==> src/rtl/range_share_ctrl.sv <==
// range_share_ctrl: round-robin owner of the shared range-finder datapath, streams owner samples and returns the range
module range_share_ctrl #(
    parameter int WIDTH   = 8,
    parameter int TIMEOUT = 15
) (
    input  logic             clock,
    input  logic             reset,
    input  logic             req_a,
    input  logic             req_b,
    input  logic             valid_a,
    input  logic             valid_b,
    input  logic             last_a,
    input  logic             last_b,
    input  logic [WIDTH-1:0] data_a,
    input  logic [WIDTH-1:0] data_b,
    output logic             grant_a,
    output logic             grant_b,
    output logic [WIDTH-1:0] rf_data,
    output logic             rf_go,
    output logic             rf_finish,
    input  logic [WIDTH-1:0] rf_range,
    input  logic             rf_error,
    output logic [WIDTH-1:0] result,
    output logic             err,
    output logic             done_a,
    output logic             done_b
);
    localparam int CW = $clog2(TIMEOUT + 1);

    typedef enum logic [2:0] {IDLE, ARM, RUN, FLUSH, CAPTURE} state_t;

    state_t           r_state;
    logic             r_owner;
    logic             r_last_served;
    logic [WIDTH-1:0] r_hold;
    logic [CW-1:0]    r_idle_cnt;
    logic             r_abort;
    logic             r_grant_a;
    logic             r_grant_b;
    logic             r_done_a;
    logic             r_done_b;
    logic [WIDTH-1:0] r_result;
    logic             r_err;

    // owner is 0 for A, 1 for B; only the owner's stream is ever looked at
    logic             w_req;
    logic             w_valid;
    logic             w_last;
    logic [WIDTH-1:0] w_data;
    logic             w_stop;
    logic             w_pick_b;

    assign w_req    = r_owner ? req_b   : req_a;
    assign w_valid  = r_owner ? valid_b : valid_a;
    assign w_last   = r_owner ? last_b  : last_a;
    assign w_data   = r_owner ? data_b  : data_a;
    assign w_stop   = !w_req || (!w_valid && r_idle_cnt == CW'(TIMEOUT - 1));
    assign w_pick_b = req_b && (!req_a || !r_last_served);

    assign grant_a = r_grant_a;
    assign grant_b = r_grant_b;
    assign done_a  = r_done_a;
    assign done_b  = r_done_b;
    assign result  = r_result;
    assign err     = r_err;

    // datapath pins; idle RUN cycles replay the held sample so min/max stay put
    always_comb begin
        rf_go     = 1'b0;
        rf_finish = 1'b0;
        rf_data   = '0;
        case (r_state)
            ARM: begin
                rf_go   = w_req && w_valid;
                rf_data = (w_req && w_valid) ? w_data : '0;
            end
            RUN: begin
                rf_finish = w_stop || (w_valid && w_last);
                rf_data   = (w_valid && !w_stop) ? w_data : r_hold;
            end
            FLUSH: begin
                rf_finish = 1'b1;
                rf_data   = r_hold;
            end
            default: ;
        endcase
    end

    // session FSM with registered grant/done/result outputs
    always_ff @(posedge clock or posedge reset) begin
        if (reset) begin
            r_state       <= IDLE;
            r_owner       <= 1'b0;
            r_last_served <= 1'b1;
            r_hold        <= '0;
            r_idle_cnt    <= '0;
            r_abort       <= 1'b0;
            r_grant_a     <= 1'b0;
            r_grant_b     <= 1'b0;
            r_done_a      <= 1'b0;
            r_done_b      <= 1'b0;
            r_result      <= '0;
            r_err         <= 1'b0;
        end else begin
            r_done_a <= 1'b0;
            r_done_b <= 1'b0;
            case (r_state)
                IDLE: begin
                    r_abort    <= 1'b0;
                    r_idle_cnt <= '0;
                    if (req_a || req_b) begin
                        r_owner   <= w_pick_b;
                        r_grant_a <= !w_pick_b;
                        r_grant_b <= w_pick_b;
                        r_state   <= ARM;
                    end
                end
                ARM: begin
                    if (!w_req) begin
                        r_grant_a <= 1'b0;
                        r_grant_b <= 1'b0;
                        r_state   <= IDLE;
                    end else if (w_valid) begin
                        r_hold  <= w_data;
                        r_state <= w_last ? FLUSH : RUN;
                    end
                end
                RUN: begin
                    if (w_stop) begin
                        r_abort <= 1'b1;
                        r_state <= CAPTURE;
                    end else if (w_valid && w_last) begin
                        r_state <= CAPTURE;
                    end else if (w_valid) begin
                        r_hold     <= w_data;
                        r_idle_cnt <= '0;
                    end else begin
                        r_idle_cnt <= r_idle_cnt + 1'b1;
                    end
                end
                FLUSH: r_state <= CAPTURE;
                CAPTURE: begin
                    r_result      <= rf_range;
                    r_err         <= r_abort | rf_error;
                    r_done_a      <= !r_owner;
                    r_done_b      <= r_owner;
                    r_last_served <= r_owner;
                    r_grant_a     <= 1'b0;
                    r_grant_b     <= 1'b0;
                    r_state       <= IDLE;
                end
                default: r_state <= IDLE;
            endcase
        end
    end
endmodule

==> config.mk <==
export PLATFORM = sky130hd
export DESIGN_NAME = range_share_ctrl
export DESIGN_NICKNAME = d
export VERILOG_FILES = /design/src/rtl/range_share_ctrl.sv
export SDC_FILE = /design/constraint.sdc
export NUM_CORES = 1
export LEC_CHECK = 0
export ABC_AREA = 1
export CAP_MARGIN = 25
export CELL_PAD_IN_SITES_DETAIL_PLACEMENT = 0
export CELL_PAD_IN_SITES_GLOBAL_PLACEMENT = 1
export CORE_MARGIN = 2
export CORE_UTILIZATION = 35
export DETAILED_ROUTE_END_ITERATION = 7
export PLACE_DENSITY_LB_ADDON = 0.15
export SLEW_MARGIN = 20
export SYNTH_ARGS = -nofsm -noshare
export SYNTH_HDL_FRONTEND = slang
export SYNTH_SLANG_ARGS = --single-unit
==> constraint.sdc <==
create_clock -name clock -period 4 [get_ports clock]
set_clock_uncertainty 0.2 [all_clocks]
set_input_delay 0.6 -clock clock [delete_from_list [all_inputs] [get_ports clock]]
set_output_delay 0.6 -clock clock [all_outputs]
set_load 0.02 [all_outputs]
==> flow_summary.ini <==
[timing]
finalCritPeriodShare_pct = 86.2
tns_ns = 0
post-route-min-period_ns = 3.45
finalHoldViolCount = 0
slew_headroom_pct = 60.6
worst_hold_slack_ns = 0.272
tightest_slew_ns = 0.591
rsz0062_at_grt = false
layout_setup_ws_ns = 0.552
slew_viol_final = 0
setup_viol = 0
fmaxAchievable_ghz = 0.290

[synth]
synth-seq-cells = 31
synth_common_cells = nand2_1, dfrtp_1, inv_1
syn-cell-area_mm2 = 0.00170
syn_area_per_cell_um2 = 8.08
post_synth_main_area_contributors = dfrtp_1, nand2_1, mux2_2
yosysMostFrequentCell = nand2_1
synthArstFlopShare_pct = 100
synth_top_area_share_pct = 44.2
ys_types = 29
synth.net_count = 245
yosysTopAreaCell = dfrtp_1
yosys_warnings = 0
seq_area_frac_synth_pct = 45.8
synth_edf_count = 0
synth_cells = 210
synth_flop_cell = dfrtp_1

[status]
outcome = finished, final reports clean

[clocking]
clock_latency_ns = 0.29
cts-htree-levels = 2
cts_hold_buf = 0
cts_root_buffer = clkbuf_8
cts_buffer_depth = 2
path_clk_slew_ns = 0.07
post-cts-setup-buffers = 0
clock-sinks = 31
ctsResizeCount = 0
cts_tree = yes
cts_buffers = 5

[critical_path]
critPathSlowestCell = clkdlybuf4s50_1
crit_type = reg -> out
r2r-end = r_idle_cnt[0]$_DFFE_PP0P_
r2r_setup_slack_ns = 1.83
worst_path_largest_cell_delay_ns = 0.62
crit_path_cell_trace = inv_2 -> nand2_1 -> nand2_4 -> nand2_4 -> a21oi_4 -> nand2_1 -> o21ai_1 -> clkdlybuf4s50_1
cp-start-kind = register
r2r.worst_path.cells = 8
crit_fanout = 14
crit_required_ns = 3.20
crit_path_start = r_owner$_DFFE_PP0P_
reg2reg_from = r_owner$_DFFE_PP0P_
arrival_ns = 2.65
critPathCapture = rf_data[6]
endpoint_kind = output pin

[die]
row_count = 25
start_util_pct = 36.2
core-area_mm2 = 0.00469
pin_count = 56
die_w_um = 73.6
die_h_um = 73.6
dieArea_mm2 = 0.00542

[global_route]
grt_max_degree = 32
grtUsageMet3_pct = 4.53
gr-total-overflow = 0
grt_use_total_pct = 16.2
grt_pass1_vias = 1475
antenna_found_initial = 0
grt_use_met1_pct = 20.1
use_met2_pct = 26.4
top_usage_layer = met2
grt_pass1_wl_mm = 6.58

[final_layout]
fillers = 474
ff_latch_area_um2 = 777
area_delta_synth_final_pct = 42.4
final_cells = 324
nets = 304
diodes = 0
layout-drive-gt1-share_pct = 14.4
multi_input_area_um2 = 813

[power_and_ir_drop]
p_comb_share_pct = 51.4
p_sw_uw = 756
power_mw = 1.77
ir_drop_mv = 0.402
switching_share_pct = 42.6
p_seq_share_pct = 30.5
p_int_mw = 1.02
power.clock.fraction_pct = 18.0
power.leakage_nw = 1.16
p_per_area_mw_per_mm2 = 733

[job]
cap_violations = 0

[worst_hold_path]
hp-class = reg -> reg

[drt]
dr.pass1.iters = 5
via_per_inst = 4.81
drtAntennaViolNets = 0
route.detailed.drc = 0
wirelength_mm = 3.98
wl_per_cell_um = 12.3
drt_iter0_drc = 50
dr_total_vias = 1559

[placement]
portBuffers = 55
dp_cells = 316
dp_slack_ns = 0.638
dp_hpwl_mm = 2.85
globalplace.congestion = 0.796
[power groups by stage]
stage	logic [mW]	clock network, mW	registers (mW)
2_1_floorplan	0.547	0	0.589
3_3_place_gp	0.924	0	0.545
3_5_place_dp	0.919	0	0.548
4_1_cts	0.925	0.329	0.542
5_1_grt	1.03	0.338	0.557
6_report	0.912	0.320	0.541
[how the worst min path moves through the flow]
stage	from	to	slack, ns	cells past startpoint
2_1_floorplan	r_hold[0]$_DFFE_PP0P_	r_hold[0]$_DFFE_PP0P_	0.24	2
3_3_place_gp	r_hold[3]$_DFFE_PP0P_	r_hold[3]$_DFFE_PP0P_	0.26	2
3_5_place_dp	r_hold[2]$_DFFE_PP0P_	r_hold[2]$_DFFE_PP0P_	0.26	2
4_1_cts	r_hold[2]$_DFFE_PP0P_	r_hold[2]$_DFFE_PP0P_	0.27	2
5_1_grt	r_hold[5]$_DFFE_PP0P_	r_hold[5]$_DFFE_PP0P_	0.29	2
6_report	r_hold[5]$_DFFE_PP0P_	r_hold[5]$_DFFE_PP0P_	0.27	2
[area by class of cell]
cell class                      count  share of cell area [%]
Timing Repair Buffer               56                    23.1
Inverter                           22                    3.42
Clock inverter                      2                    1.45
Tap cell                           54                    2.80
Clock buffer                        6                    3.42
Sequential cell                    31                    32.2
Multi-Input combinational cell    153                    33.7
[layout by cell type, fill, tap and decap left out]
master,synthesis,routed
nand3_2,1,1
o21bai_1,1,1
clkbuf_8,0,6
bufinv_16,0,1
nand2_1,82,82
o21ai_1,12,12
dfrtp_1,30,30
a31oi_1,2,2
o21ai_0,3,3
nor2_2,1,1
dfstp_2,1,1
o21ai_2,2,2
mux2_2,8,8
nand4_1,1,1
a21oi_1,3,3
xor2_1,1,1
nand3_4,1,1
nor2_1,8,8
a21oi_4,1,1
inv_1,16,16
nand3_1,13,13
xnor2_1,1,1
clkinv_2,0,1
nand3b_1,1,1
nand2_4,4,4
ha_1,2,2
clkdlybuf4s50_1,0,55
nor3_4,1,1
buf_4,2,1
inv_2,6,6
nand2_2,4,4
[routing by layer]
layer / vias to the layer above / part of all wire, %
li1: 785 / -
met1: 722 / 45
met3: 8 / 5.2
met4: 0 / 1.6
met2: 44 / 48
met5: - / 0
[metrics by stage]
stage	cell area, µm²	util, %
after global placement	2300	49.0
after detailed placement	2300	49.0
after global routing	2420	51.5
final	2420	51.5
after CTS	2420	51.5
after floorplan	1700	-
[critical path, delay by kind of cell, from the launching register on]
kind	cells	cell delay, ns
flip-flops	1	0.60
AO/OA/AOI/OAI	2	0.34
buffers and inverters	2	0.95
AND/OR/NAND/NOR	4	0.46
[cells by family (layout without fill, tap and decap cells)]
family	Yosys count	in the layout	synth area share (%)
simple gates	117	117	31.6
flops	31	31	45.8
buf+inv	26	86	6.27
compound gates	24	24	8.48
mux	8	8	5.31
fa+ha+maj	2	2	1.47
xor+xnor	2	2	1.03
[sequential cells by signal (all words and copies together), names as in the netlist]
signal / cells
result: 8
r_idle_cnt: 4
grant_b: 1
r_owner: 1
r_last_served: 1
r_hold: 8
err: 1
r_abort: 1
done_a: 1
done_b: 1
r_state: 3
grant_a: 1
(Power assumes the default switching activity.)
==> patch 1 (same flow settings) <==
Put one more register stage on the output `err`, cleared by the reset. The value now appears one clock later. The other outputs are not delayed to match.
--- a/src/rtl/range_share_ctrl.sv
+++ b/src/rtl/range_share_ctrl.sv
@@ -62,7 +62,13 @@
     assign done_a  = r_done_a;
     assign done_b  = r_done_b;
     assign result  = r_result;
-    assign err     = r_err;
+    always_ff @(posedge clock or posedge reset) begin
+        if (reset) begin
+            err <= '0;
+        end else begin
+            err <= r_err;
+        end
+    end
 
     // datapath pins; idle RUN cycles replay the held sample so min/max stay put
     always_comb begin
Function: changed (a bounded check fails within 10 cycles, from zero or initial values and one cycle with reset high).
==> patch 1 against the unedited design <==
Area after synthesis increased by 0.96%. Sequential share of layout area increased by 0.63 points. Cell area increased by 1.2%. Wire length increased by 5.2%. Sequential cell count increased by 1. Power decreased by 0.82%. Worst hold slack got worse by 0.078 ns. Critical endpoint is now rf_data[3]. Setup slack improved by 0.059 ns. First-iteration DRC count increased by 86%. Critical path type is now input port to primary output.
==> patch 1: results (changes against the unedited design) <==
- The run finished with clean final reports.
- Synth cell count leaders: 74 x sky130_fd_sc_hd__nand2_1, 31 x sky130_fd_sc_hd__dfrtp_1, 24 x sky130_fd_sc_hd__nand3_1
- From synthesis to final layout, the design area changed by 42.8%.
* Count of multi-input gates: 154 (+0.65%)
- The synthesized-area fraction occupied by ao, oa, aoi and oai cells was 7.60% (-0.88 points).
- First-pass detailed-route iteration total: 4 (-1)
- The peak ir drop on the vdd network is 0.318 mV (-21%).
- By area the synthesized netlist is led by sky130_fd_sc_hd__dfrtp_1 45%, sky130_fd_sc_hd__nand2_1 16%, sky130_fd_sc_hd__nand3_1 7.0%, sky130_fd_sc_hd__o21ai_1 3.8%, sky130_fd_sc_hd__inv_1 3.7%.
* Area used by sequential logic in the layout: 802 sq um (+3.2%)
- Maximum number of pins on one net before global-route repair: 27 (-16%)
- The average cell area after synthesis was 8.04 sq um (-0.46%).
- Count of distinct cell types in the synthesized netlist: 28 (-3.4%)
- Arithmetic-cell share of the synthesized area counting full adders, half adders and majority gates: 1.46% (-0.014 points)
- Global Route met3 Usage: 4.34% (-0.19 points)
- The post-synthesis net count was 248 (+1.2%).
- The total instance count after detailed placement is 333 (+5.4%).
- The filler cell count is 454 (-4.2%).
- The critical path's largest stage delay is 0.56 ns (-0.06 ns).
- The minimum hold slack came to 0.194 ns (-0.0781 ns).
- Register-to-Register Setup Slack: 1.89 ns (+0.06 ns)
- Ratio of cells with drive above 1 in the final layout: 12.7% (-1.7 points)
- The routed length on met1 was 1920 um (+8.0%).
- The relative slew slack is 63.0% (+2.4 points).
- The core outline area came to 4720 sq um (+0.67%).
- Post-layout nets: 309 (+1.6%)
- The wire length of the first global-routing pass came to 7290 um (+11%).
- The leakage power total was 1.17 nW (+1.3%).
- All-Layer GR Usage: 17.6% (+1.4 points)
- Synthesized-area fraction occupied by xor and xnor cells: 1.02% (-0.0098 points)
- Data-path buffer share of cell area in the final layout: 23.7% (+0.64 points)
- The fraction of the yosys area taken by sequential cells is 46.8% (+1.0 points).
- The cell depth of the worst min-delay path was 0 (-2).
- Worst path arrival time: 2.59 ns (-0.06 ns)
* Gpl congestion: 0.766 (-3.8%)
* Wire per inst: 12.2 um (-0.36%)
patch 1: cell count changes in the layout (fill, tap and decap cells not counted), sizes merged, moves of 2 or more:
cell,delta
clkinv,+2
buf,+2
nand2,-9
a31oi,-2
o21ai,+2
nand3,+11
patch 1: worst max-delay path by stage:
| stage | endpoint | slack (ns) | startpoint | cells past startpoint |
|---|---|---|---|---|
| after floorplan | rf_data[0] | 1.78 | req_a | 5 |
| after global placement | rf_data[6] | 0.66 | req_a | 7 |
| after detailed placement | rf_data[3] | 0.62 | req_a | 7 |
| after CTS | rf_data[3] | 0.61 | req_a | 7 |
| after global routing | rf_data[3] | 0.47 | r_owner$_DFFE_PP0P_ | 6 |
| final | rf_data[3] | 0.61 | req_a | 7 |
patch 1: where the power goes:
group	total (mW)	switching, mW	internal (mW)	leakage, nW
registers	0.555	0.0967	0.458	0.403
clock network	0.259	0.122	0.137	0.0510
logic	0.943	0.564	0.379	0.716
==> patch 2 (same flow settings) <==
Without the edit above. `TIMEOUT`: 15 -> 30.
--- a/src/rtl/range_share_ctrl.sv
+++ b/src/rtl/range_share_ctrl.sv
@@ -1,7 +1,7 @@
 // range_share_ctrl: round-robin owner of the shared range-finder datapath, streams owner samples and returns the range
 module range_share_ctrl #(
     parameter int WIDTH   = 8,
-    parameter int TIMEOUT = 15
+    parameter int TIMEOUT = 30
 ) (
     input  logic             clock,
     input  logic             reset,
Behaviour: same outputs for any inputs over 10 cycles, from zero or initial values and one cycle with reset high; that may be too few to reach the edited logic, so the function may still have changed.
==> patch 2 against the unedited design <==
Area after synthesis increased by 4.5%. Power grew 1.2%. Cell area is 3.5% higher. Global-route usage rose by 0.29 points. Setup slack improved by 0.045 ns. Wire length rose by 4.9%. Die area rose by 4.2%. Sequential cell count grew 1.
==> patch 2: results (changes against the unedited design) <==
- Start point of the worst hold path: grant_b$_DFFE_PP0P_
- Setup slack after placement: 0.599 ns (-0.0390 ns)
- The smallest setup slack after layout was 0.597 ns (+0.0450 ns).
- Outcome: finished clean
- Arithmetic-cell share of the synthesized area counting full adders, half adders and majority gates: 1.41% (-0.063 points)
- The met2 global-route usage is 24.7% (-1.7 points).
* Synthesized-area fraction occupied by xor and xnor cells: 1.48% (+0.45 points)
- The leakage power total was 1.18 nW (+1.9%).
* Wire length of the first global-routing pass: 6930 um (+5.3%)
- The synthesized-area fraction occupied by ao, oa, aoi and oai cells was 8.40% (-0.083 points).
- IR Drop Worst-Case VDD: 0.381 mV (-5.2%)
- The minimum setup slack among reg-to-reg paths was 1.90 ns (+0.07 ns).
- Hold crit path type: flip-flop to flip-flop
- Synth area leaders: sky130_fd_sc_hd__dfrtp_1 44%, sky130_fd_sc_hd__nand2_1 17%, sky130_fd_sc_hd__mux2_2 5.1%, sky130_fd_sc_hd__inv_1 4.0%, sky130_fd_sc_hd__nand3_1 4.0%
* Maximum number of pins on one net before global-route repair: 33 (+3.1%)
- Met3 WL post-DR: 207 um (+0.98%)
- Syn nets: 251 (+2.4%)
* Placed wire-length estimate after detailed placement: 3040 um (+6.6%)
* Critical Path Slowest Stage Cell: sky130_fd_sc_hd__clkdlybuf4s50_1
- The clock latency at the later pin of the worst-skew pair is 0.29 ns (about the same).
* Synth cell count leaders: 80 x sky130_fd_sc_hd__nand2_1, 31 x sky130_fd_sc_hd__dfrtp_1, 19 x sky130_fd_sc_hd__inv_1
* Met2 routed WL: 1790 um (-7.0%)
- The number of cells traversed by the worst register-to-register path was 10 (+2).
- The instance area at placement was 2390 sq um (+3.9%).
- Post-cts resize count: 0 (unchanged)
- Transition time of the tightest slew-check pin: 0.557 ns (-0.0348 ns)
- The final net count was 310 (+2.0%).
- Starting DRT DRC Count: 53 (+6.0%)
* First-pass detailed-route iteration total: 4 (-1)
- Wire per inst: 12.2 um (-0.89%)
- The fraction of the yosys area taken by sequential cells was 45.2% (-0.56 points).
* Routed length on met1: 2110 um (+19%)
- The met1 layer usage reported by global route was 23.1% (+2.9 points).
* Flip-flop cell with the highest count after synthesis: sky130_fd_sc_hd__dfrtp_1
- Multiplexer share of the synthesized area: 5.08% (-0.23 points)
- Global Route met3 Usage: 4.42% (-0.11 points)
* Gpl congestion: 0.790 (-0.77%)
* Stage delay of the slowest cell on the critical path: 0.62 ns (about the same)
* Startpoint of the worst setup timing path: r_owner$_DFFE_PP0P_
* Top routing layer used: met4
- Worst path arrival time: 2.60 ns (-0.05 ns)
- Number of buffers between clock root and the deepest sink: 2 (unchanged)
* Ratio of cells with drive above 1 in the final layout: 14.1% (-0.31 points)
* Routed via count: 1556 (-0.19%)
- Via count of the first global-routing pass: 1445 (-2.0%)
- The all-layer global routing usage came to 16.5% (+0.29 points).
==> patch 2: cell types whose count changed in the layout (fill, tap and decap cells not counted), moves of 2 or more <==
cell,change
sky130_fd_sc_hd__nand2_1,-2
sky130_fd_sc_hd__inv_1,+3
sky130_fd_sc_hd__or2_1,+2
sky130_fd_sc_hd__nor2_1,-2
sky130_fd_sc_hd__inv_2,-2
==> patch 2: final cells by class <==
| class | count | area [sq um] |
|---|---|---|
| Multi-Input combinational cell | 157 | 858 |
| Sequential cell | 32 | 802 |
| Fill cell | 483 | 2320 |
| Clock buffer | 5 | 68.8 |
| Tap cell | 67 | 83.8 |
| Clock inverter | 3 | 42.5 |
| Inverter | 23 | 86.3 |
| Timing Repair Buffer | 56 | 558 |
==> patch 2: power breakdown <==
| part | switching (mW) | internal (mW) | total [mW] |
|---|---|---|---|
| clock network | 0.123 | 0.184 | 0.307 |
| registers | 0.0980 | 0.452 | 0.550 |
| logic | 0.555 | 0.381 | 0.935 |
==> patch 2: through the flow <==
step           std cells  hold WS (ns)
5_1_grt              343         0.315
2_1_floorplan        216         0.242
6_report             343         0.272
3_5_place_dp         335         0.261
3_3_place_gp         335         0.256
4_1_cts              343         0.277
==> patch 2: final timing paths <==
path	endpoint
max in group asynchronous	r_last_served$_DFFE_PP1N_
max reg2reg	r_hold[7]$_DFFE_PP0P_
max	rf_data[0]
min in group asynchronous	result[6]$_DFFE_PP0N_
min reg2reg	grant_b$_DFFE_PP0P_
min	grant_b$_DFFE_PP0P_
==> patch 2: logic make-up after synthesis <==
kind of cell / count (synthesis)
AO/OA/AOI/OAI: 25
XOR/XNOR: 3
adder cells (fa/ha/maj): 2
buffers and inverters: 27
flip-flops: 32
multiplexers: 8
AND/OR/NAND/NOR: 119
